File: config.mk
export PLATFORM = sky130hd
export DESIGN_NAME = inst_prefetch_buf_flat
export DESIGN_NICKNAME = d
export VERILOG_FILES = /design/src/rtl/inst_prefetch_buf_if.sv /design/src/rtl/inst_prefetch_buf.sv /design/src/flat_wrapper.sv
export SDC_FILE = /design/constraint.sdc
export NUM_CORES = 1
export LEC_CHECK = 0
export ABC_AREA = 0
export CAP_MARGIN = 20
export CORE_MARGIN = 1
export CORE_UTILIZATION = 60
export DETAILED_ROUTE_END_ITERATION = 12
export HOLD_SLACK_MARGIN = 0.08
export PLACE_DENSITY = 0.81
export SYNTH_ARGS = -nofsm -noshare
export SYNTH_HDL_FRONTEND = slang
export SYNTH_SLANG_ARGS = --single-unit
export TNS_END_PERCENT = 100
File: constraint.sdc
create_clock -name clock -period 4.2 [get_ports clock]
set_input_delay 0.84 -clock clock [delete_from_list [all_inputs] [get_ports clock]]
set_output_delay 0.84 -clock clock [all_outputs]
set_load 0.01 [all_outputs]
File: src/rtl/inst_prefetch_buf_if.sv
// Fetch-side bundle of inst_prefetch_buf: instruction memory read port, CPU handshake, redirect.
// master = prefetch buffer, slave = memory/CPU environment.
interface inst_prefetch_buf_if #(
    parameter int unsigned AW = 11,
    parameter int unsigned CW = 3
);
    logic          imem_req;
    logic [AW-1:0] imem_addr;
    logic [31:0]   imem_rdata;
    logic          inst_valid;
    logic [31:0]   inst;
    logic [31:0]   inst_pc;
    logic          inst_take;
    logic          redirect;
    logic [31:0]   redirect_pc;
    logic [CW-1:0] q_count;

    modport master (
        output imem_req, imem_addr, inst_valid, inst, inst_pc, q_count,
        input  imem_rdata, inst_take, redirect, redirect_pc
    );

    modport slave (
        input  imem_req, imem_addr, inst_valid, inst, inst_pc, q_count,
        output imem_rdata, inst_take, redirect, redirect_pc
    );
endinterface

File: src/rtl/inst_prefetch_buf.sv
// Instruction prefetch queue: sequential word fetch ahead of the CPU, PC-tagged FIFO, redirect flush.
// Optional PREFETCH_STATS_EN adds flush_drop_cnt and stall_cnt saturating counters.
module inst_prefetch_buf #(
    parameter int unsigned DEPTH    = 4,
    parameter logic [31:0] RESET_PC = 32'h0000_0000,
    parameter int unsigned AW       = 11
) (
    input  logic                clock,
    input  logic                reset,
    inst_prefetch_buf_if.master bus
`ifdef PREFETCH_STATS_EN
    ,
    output logic [15:0]         flush_drop_cnt,
    output logic [15:0]         stall_cnt
`endif
);
    localparam int unsigned PW = $clog2(DEPTH);
    localparam int unsigned CW = PW + 1;
    localparam logic [CW-1:0] DepthC = CW'(DEPTH);

    logic [31:0]   mem_inst [DEPTH];
    logic [31:0]   mem_pc   [DEPTH];
    logic [PW-1:0] rd_ptr_q, wr_ptr_q;
    logic [CW-1:0] count_q;
    logic [31:0]   fetch_pc_q;
    logic [31:0]   inflight_pc_q;
    logic          inflight_q;
    logic          run_q;

    logic [CW-1:0] occ;
    logic          issue, do_wr, do_rd;

    // Occupancy reserves a slot for the in-flight word so a response always has room.
    always_comb begin
        occ   = count_q + CW'(inflight_q);
        issue = run_q && !bus.redirect && (occ < DepthC);
        do_wr = inflight_q && !bus.redirect;
        do_rd = bus.inst_take && (count_q != '0) && !bus.redirect;
    end

    assign bus.imem_req   = issue;
    assign bus.imem_addr  = fetch_pc_q[AW+1:2];
    assign bus.inst_valid = (count_q != '0);
    assign bus.inst       = mem_inst[rd_ptr_q];
    assign bus.inst_pc    = mem_pc[rd_ptr_q];
    assign bus.q_count    = count_q;

    always_ff @(posedge clock or negedge reset) begin
        if (!reset) begin
            fetch_pc_q    <= RESET_PC;
            inflight_pc_q <= '0;
            inflight_q    <= 1'b0;
            run_q         <= 1'b0;
            rd_ptr_q      <= '0;
            wr_ptr_q      <= '0;
            count_q       <= '0;
            for (int unsigned i = 0; i < DEPTH; i++) begin
                mem_inst[i] <= '0;
                mem_pc[i]   <= '0;
            end
        end else begin
            run_q <= 1'b1;
            if (bus.redirect) begin
                // Clearing inflight kills the pending response; it is never written.
                fetch_pc_q <= bus.redirect_pc & ~32'h3;
                inflight_q <= 1'b0;
                rd_ptr_q   <= '0;
                wr_ptr_q   <= '0;
                count_q    <= '0;
            end else begin
                inflight_q <= issue;
                if (issue) begin
                    inflight_pc_q <= fetch_pc_q;
                    fetch_pc_q    <= fetch_pc_q + 32'd4;
                end
                if (do_wr) begin
                    mem_inst[wr_ptr_q] <= bus.imem_rdata;
                    mem_pc[wr_ptr_q]   <= inflight_pc_q;
                    wr_ptr_q           <= wr_ptr_q + 1'b1;
                end
                if (do_rd) begin
                    rd_ptr_q <= rd_ptr_q + 1'b1;
                end
                unique case ({do_wr, do_rd})
                    2'b10:   count_q <= count_q + 1'b1;
                    2'b01:   count_q <= count_q - 1'b1;
                    default: count_q <= count_q;
                endcase
            end
        end
    end

`ifdef PREFETCH_STATS_EN
    logic [16:0] drop_sum;
    assign drop_sum = {1'b0, flush_drop_cnt} + 17'(occ);

    always_ff @(posedge clock or negedge reset) begin
        if (!reset) begin
            flush_drop_cnt <= '0;
            stall_cnt      <= '0;
        end else begin
            if (bus.redirect) begin
                flush_drop_cnt <= drop_sum[16] ? 16'hFFFF : drop_sum[15:0];
            end
            if (!bus.redirect && (count_q == '0) && (stall_cnt != 16'hFFFF)) begin
                stall_cnt <= stall_cnt + 16'd1;
            end
        end
    end
`endif

endmodule

File: src/flat_wrapper.sv
// flat-port wrapper written by rule: the top's interface ports become plain ports
module inst_prefetch_buf_flat 
#(
    parameter int unsigned DEPTH    = 4,
    parameter logic [31:0] RESET_PC = 32'h0000_0000,
    parameter int unsigned AW       = 11
)
  (clock, reset, bus_imem_req, bus_imem_addr, bus_inst_valid, bus_inst, bus_inst_pc, bus_q_count, bus_imem_rdata, bus_inst_take, bus_redirect, bus_redirect_pc);
  inst_prefetch_buf_if #(.AW(AW), .CW(3)) bus_i ();
  input  logic clock;
  input  logic reset;
  output wire logic [$bits(bus_i.imem_req)-1:0] bus_imem_req;
  output wire logic [$bits(bus_i.imem_addr)-1:0] bus_imem_addr;
  output wire logic [$bits(bus_i.inst_valid)-1:0] bus_inst_valid;
  output wire logic [$bits(bus_i.inst)-1:0] bus_inst;
  output wire logic [$bits(bus_i.inst_pc)-1:0] bus_inst_pc;
  output wire logic [$bits(bus_i.q_count)-1:0] bus_q_count;
  input wire logic [$bits(bus_i.imem_rdata)-1:0] bus_imem_rdata;
  input wire logic [$bits(bus_i.inst_take)-1:0] bus_inst_take;
  input wire logic [$bits(bus_i.redirect)-1:0] bus_redirect;
  input wire logic [$bits(bus_i.redirect_pc)-1:0] bus_redirect_pc;
  assign bus_imem_req = bus_i.imem_req;
  assign bus_imem_addr = bus_i.imem_addr;
  assign bus_inst_valid = bus_i.inst_valid;
  assign bus_inst = bus_i.inst;
  assign bus_inst_pc = bus_i.inst_pc;
  assign bus_q_count = bus_i.q_count;
  assign bus_i.imem_rdata = bus_imem_rdata;
  assign bus_i.inst_take = bus_inst_take;
  assign bus_i.redirect = bus_redirect;
  assign bus_i.redirect_pc = bus_redirect_pc;
  inst_prefetch_buf #(.DEPTH(DEPTH), .RESET_PC(RESET_PC), .AW(AW)) u_core (.clock(clock), .reset(reset), .bus(bus_i));
endmodule
==> summary.txt <==
Place
  – Post-Place Setup Slack: ~1.2 ns
  – # port buffers: about 140
  – Routability Congestion: 0.790
  – Final HPWL DP: roughly 17000 µm

Synth
  – Post-Syn Instances: 921
  – Yosys reg bits: 317
  – Synth Area in XOR/XNOR: approximately 1.9%
  – Async SR Flop Fraction: 100%
  – Post-synthesis simple-gate area fraction: between 4 and 5%
  – Synthesized area: about 14000 µm²
  – Largest family of logic cells by synthesized area: multiplexers
  – Synthesis Warnings: 0
  – Post-synthesis mux area share: 32.5%
  – Mean Syn Cell Area: between 15 and 20 µm²
  – Post-synth top flop: dfrtp_1
  – Sequential area share after synthesis: a little under three fifths
  – Synth Area in Compound Gates: under 10%
  – Cell variety after synth: 45
  – Post-synth EDFFs: 0
  – Adder-Cell Fraction of Synth Area: 0.582%

Timing
  – RSZ-0062 raised after global routing: no
  – Rel. slew slack: about 32%
  – Max-slew violation count: 0
  – Clk_skew: approximately 0.011 ns
  – Worst Slack Setup Final: ~0.69 ns
  – Worst slew pin tran: between 1 and 1.5 ns
  – Tmin final: 3.51 ns
  – Final setup viols: 0
  – Fmax: about 290 MHz
  – Post-route clock period utilization: 83.5%
  – Hold Vio Cnt, Final: 0
  – Setup TNS: 0 ns

Detailed routing
  – ANT nets after route: 0
  – Drt wl/cell: 20.2 µm
  – DRC viols: 0
  – Metal3 WL: 1110 µm
  – Top Layer Used: met4
  – DR pass1 iterations: 4
  – Met2 WL: between 10000 and 15000 µm
  – DRT iter0 DRCs: 362
  – Final wirelength: ~28000 µm
  – Via count: between 8000 and 9000
  – Vias/cell: 5.84
  – Met1 wire length: around 13000 µm

Critical path
  – Largest stage delay, worst path: roughly 0.65 ns
  – Crit. End Element: primary output
  – Worst-path maximum fanout: 18
  – CP Cell Sequence: buf_4, mux4_2, clkdlybuf4s50_1
  – Worst EP arrival: around 2.7 ns
  – Crit path kind: reg -> out
  – Worst path slowest cell: dfrtp_4
  – Worst EP required: 3.36 ns
  – Crit start category: register

Final layout
  – Area growth, synth to finish: 20.1%
  – Fillcell total: 1484
  – Layout cell share with drive strength beyond 1: around two fifths
  – N_diodes: 0
  – NumNets Final: roughly 1100

Worst hold path
  – Worst Hold Class: in -> async

Clock tree
  – CTS Hold Buffers Added: 0
  – Register clock-pin slew on the reported worst setup and hold paths: approximately 0.06 ns
  – Cts bufs inserted: 34
  – Clock buffer depth: 3
  – CTS tree: built
  – Post-cts resize count: 0
  – Clock Latency Late Sink: 0.51 ns
  – CTS HTree Levels: 2
  – Num Clock Sinks: between 300 and 400
  – Root Driver: clkbuf_16
  – Post-CTS setup buffers: 0

Die
  – Total I/O pin count: between 100 and 150
  – Initial core utilization: approximately three fifths
  – CORE AREA: ~23000 µm²
  – FP Rows: between 50 and 60
  – Die Area: ~24000 µm²
  – Die Span Y: approximately 160 µm
  – Chip Width: between 150 and 200 µm

Power and ir drop
  – Maximum VDD drop: about 450 µV
  – Leakage power: between 0.007 and 0.008 µW
  – Power per cell area: 640 nW/µm²

Job
  – Max_cap viols: 0

Global route
  – Vias in the first global route: between 8000 and 9000
  – Antenna violations before repair: 0
  – First-pass GRT wire length: approximately 46000 µm
  – GRT Total Usage: between 20% and 30%
  – Largest net degree at the start of global routing: ~120
  – GRT overflow: 0

Outcome
  – Status: complete, no violations
[worst paths after layout]
| path | startpoint | endpoint | slack [ns] | depth (start not counted) |
|---|---|---|---|---|
| min in group clock | u_core.mem_inst[116] | u_core.mem_inst[116] | 0.50 | 1 |
| worst max register to register | u_core.inflight_q | u_core.mem_inst[41] | 1.71 | 4 |
| worst min register to register | u_core.mem_inst[116] | u_core.mem_inst[116] | 0.50 | 1 |
| worst max-delay path | u_core.rd_ptr_q[0] | bus_inst_pc[13] | 0.69 | 3 |
| worst min-delay path | reset | u_core.mem_inst[87] | 0.41 | 1 |
| max in group asynchronous | reset | u_core.mem_inst[95] | 2.73 | 2 |
[routing by layer]
| layer | up-vias | global-route usage, % |
|---|---|---|
| li1 | 3632 | - |
| met3 | 36 | 3.31 |
| met5 | - | 0 |
| met4 | 0 | 7.38 |
| met1 | 4298 | 34.0 |
| met2 | 175 | 40.6 |
[layout make-up]
cell class / count / area (µm²) / area share (%)
multi-input combinational: 531 / 5860 / 34.4
sequential: 317 / 7940 / 46.6
tap: 313 / 392 / 2.30
clock buffer: 51 / 1030 / 6.04
clock inverter: 11 / 136 / 0.801
inverter: 5 / 18.8 / 0.110
timing repair buffer: 165 / 1650 / 9.67
[cell usage in the layout (no fill, tap or decap), drive strengths merged, types with 3 or more instances in the layout]
cell,synthesis,routed
nand4,8,8
o211ai,3,3
xor2,9,9
mux4,62,62
xnor2,22,22
mux2i,4,4
clkinv,0,7
bufinv,0,3
nor3,6,6
clkdlybuf4s50,0,141
dfrtp,317,317
buf,53,24
inv,5,5
and3,7,7
mux2,280,280
or3,4,4
nand2,42,42
clkbuf,16,51
nor4,12,12
conb,2,3
and4,3,3
o21ai,25,25
ha,5,5
nor2,10,10
and2,3,3
nand3,13,13
[critical path, delay by kind of cell, from the launching register on]
kind,cells,cell delay [ns]
flip-flops,1,0.65
buffers and inverters,2,0.96
multiplexers,1,0.55
[synth_stat cells (2+ instances only)]
cell type	count	share of area, %
inv_1	5	0.13
clkbuf_1	15	0.40
o211ai_1	3	0.16
buf_4	13	0.69
o21ai_1	11	0.39
or3_1	3	0.13
o21ai_0	14	0.49
mux4_2	62	9.8
nor4_4	3	0.45
and4_1	3	0.19
buf_6	3	0.24
nor3_1	6	0.21
buf_2	36	1.3
ha_1	5	0.44
dfrtp_1	317	56
xor2_1	9	0.56
and2_1	3	0.13
nor2_1	10	0.26
xnor2_1	22	1.4
nand3_1	12	0.42
and3_1	6	0.26
mux2_2	280	22
conb_1	2	0.053
nor4_2	8	0.71
mux2i_1	3	0.21
nand4_1	7	0.31
nand2_1	42	1.1
[where the power goes]
group	switching (µW)	internal (µW)
clock	1190	1880
sequential	643	3990
combinational	1140	2060
[metrics by stage]
stage                     instances  area, µm²  util (%)  total power (µW)  hold WS (ns)
after CTS                      1393      17000      74.3             11000         0.461
after floorplan                 922      14200         -              6450         0.474
after detailed placement       1331      15900      69.2              7890         0.488
after global placement         1331      15900      69.2              7770         0.482
after global routing           1393      17000      74.3             11400         0.500
final                          1393      17000      74.3             10900         0.413
[logic make-up (layout without fill, tap and decap cells)]
family | count (synthesis) | in the layout
buffers and inverters | 74 | 232
multiplexers | 346 | 346
AO/OA/AOI/OAI | 32 | 32
other | 2 | 3
AND/OR/NAND/NOR | 113 | 113
XOR/XNOR | 31 | 31
flip-flops | 317 | 317
adder cells (fa/ha/maj) | 6 | 6
[registers in the layout, summed over array words and instances (netlist names)]
signal                flops
u_core.bus.q_count        3
u_core.fetch_pc_q        30
u_core.inflight_pc_q     30
u_core.mem_inst         128
u_core.wr_ptr_q           2
u_core.run_q              1
u_core.mem_pc           120
u_core.inflight_q         1
u_core.rd_ptr_q           2
Power figures use the tool's default switching activity.
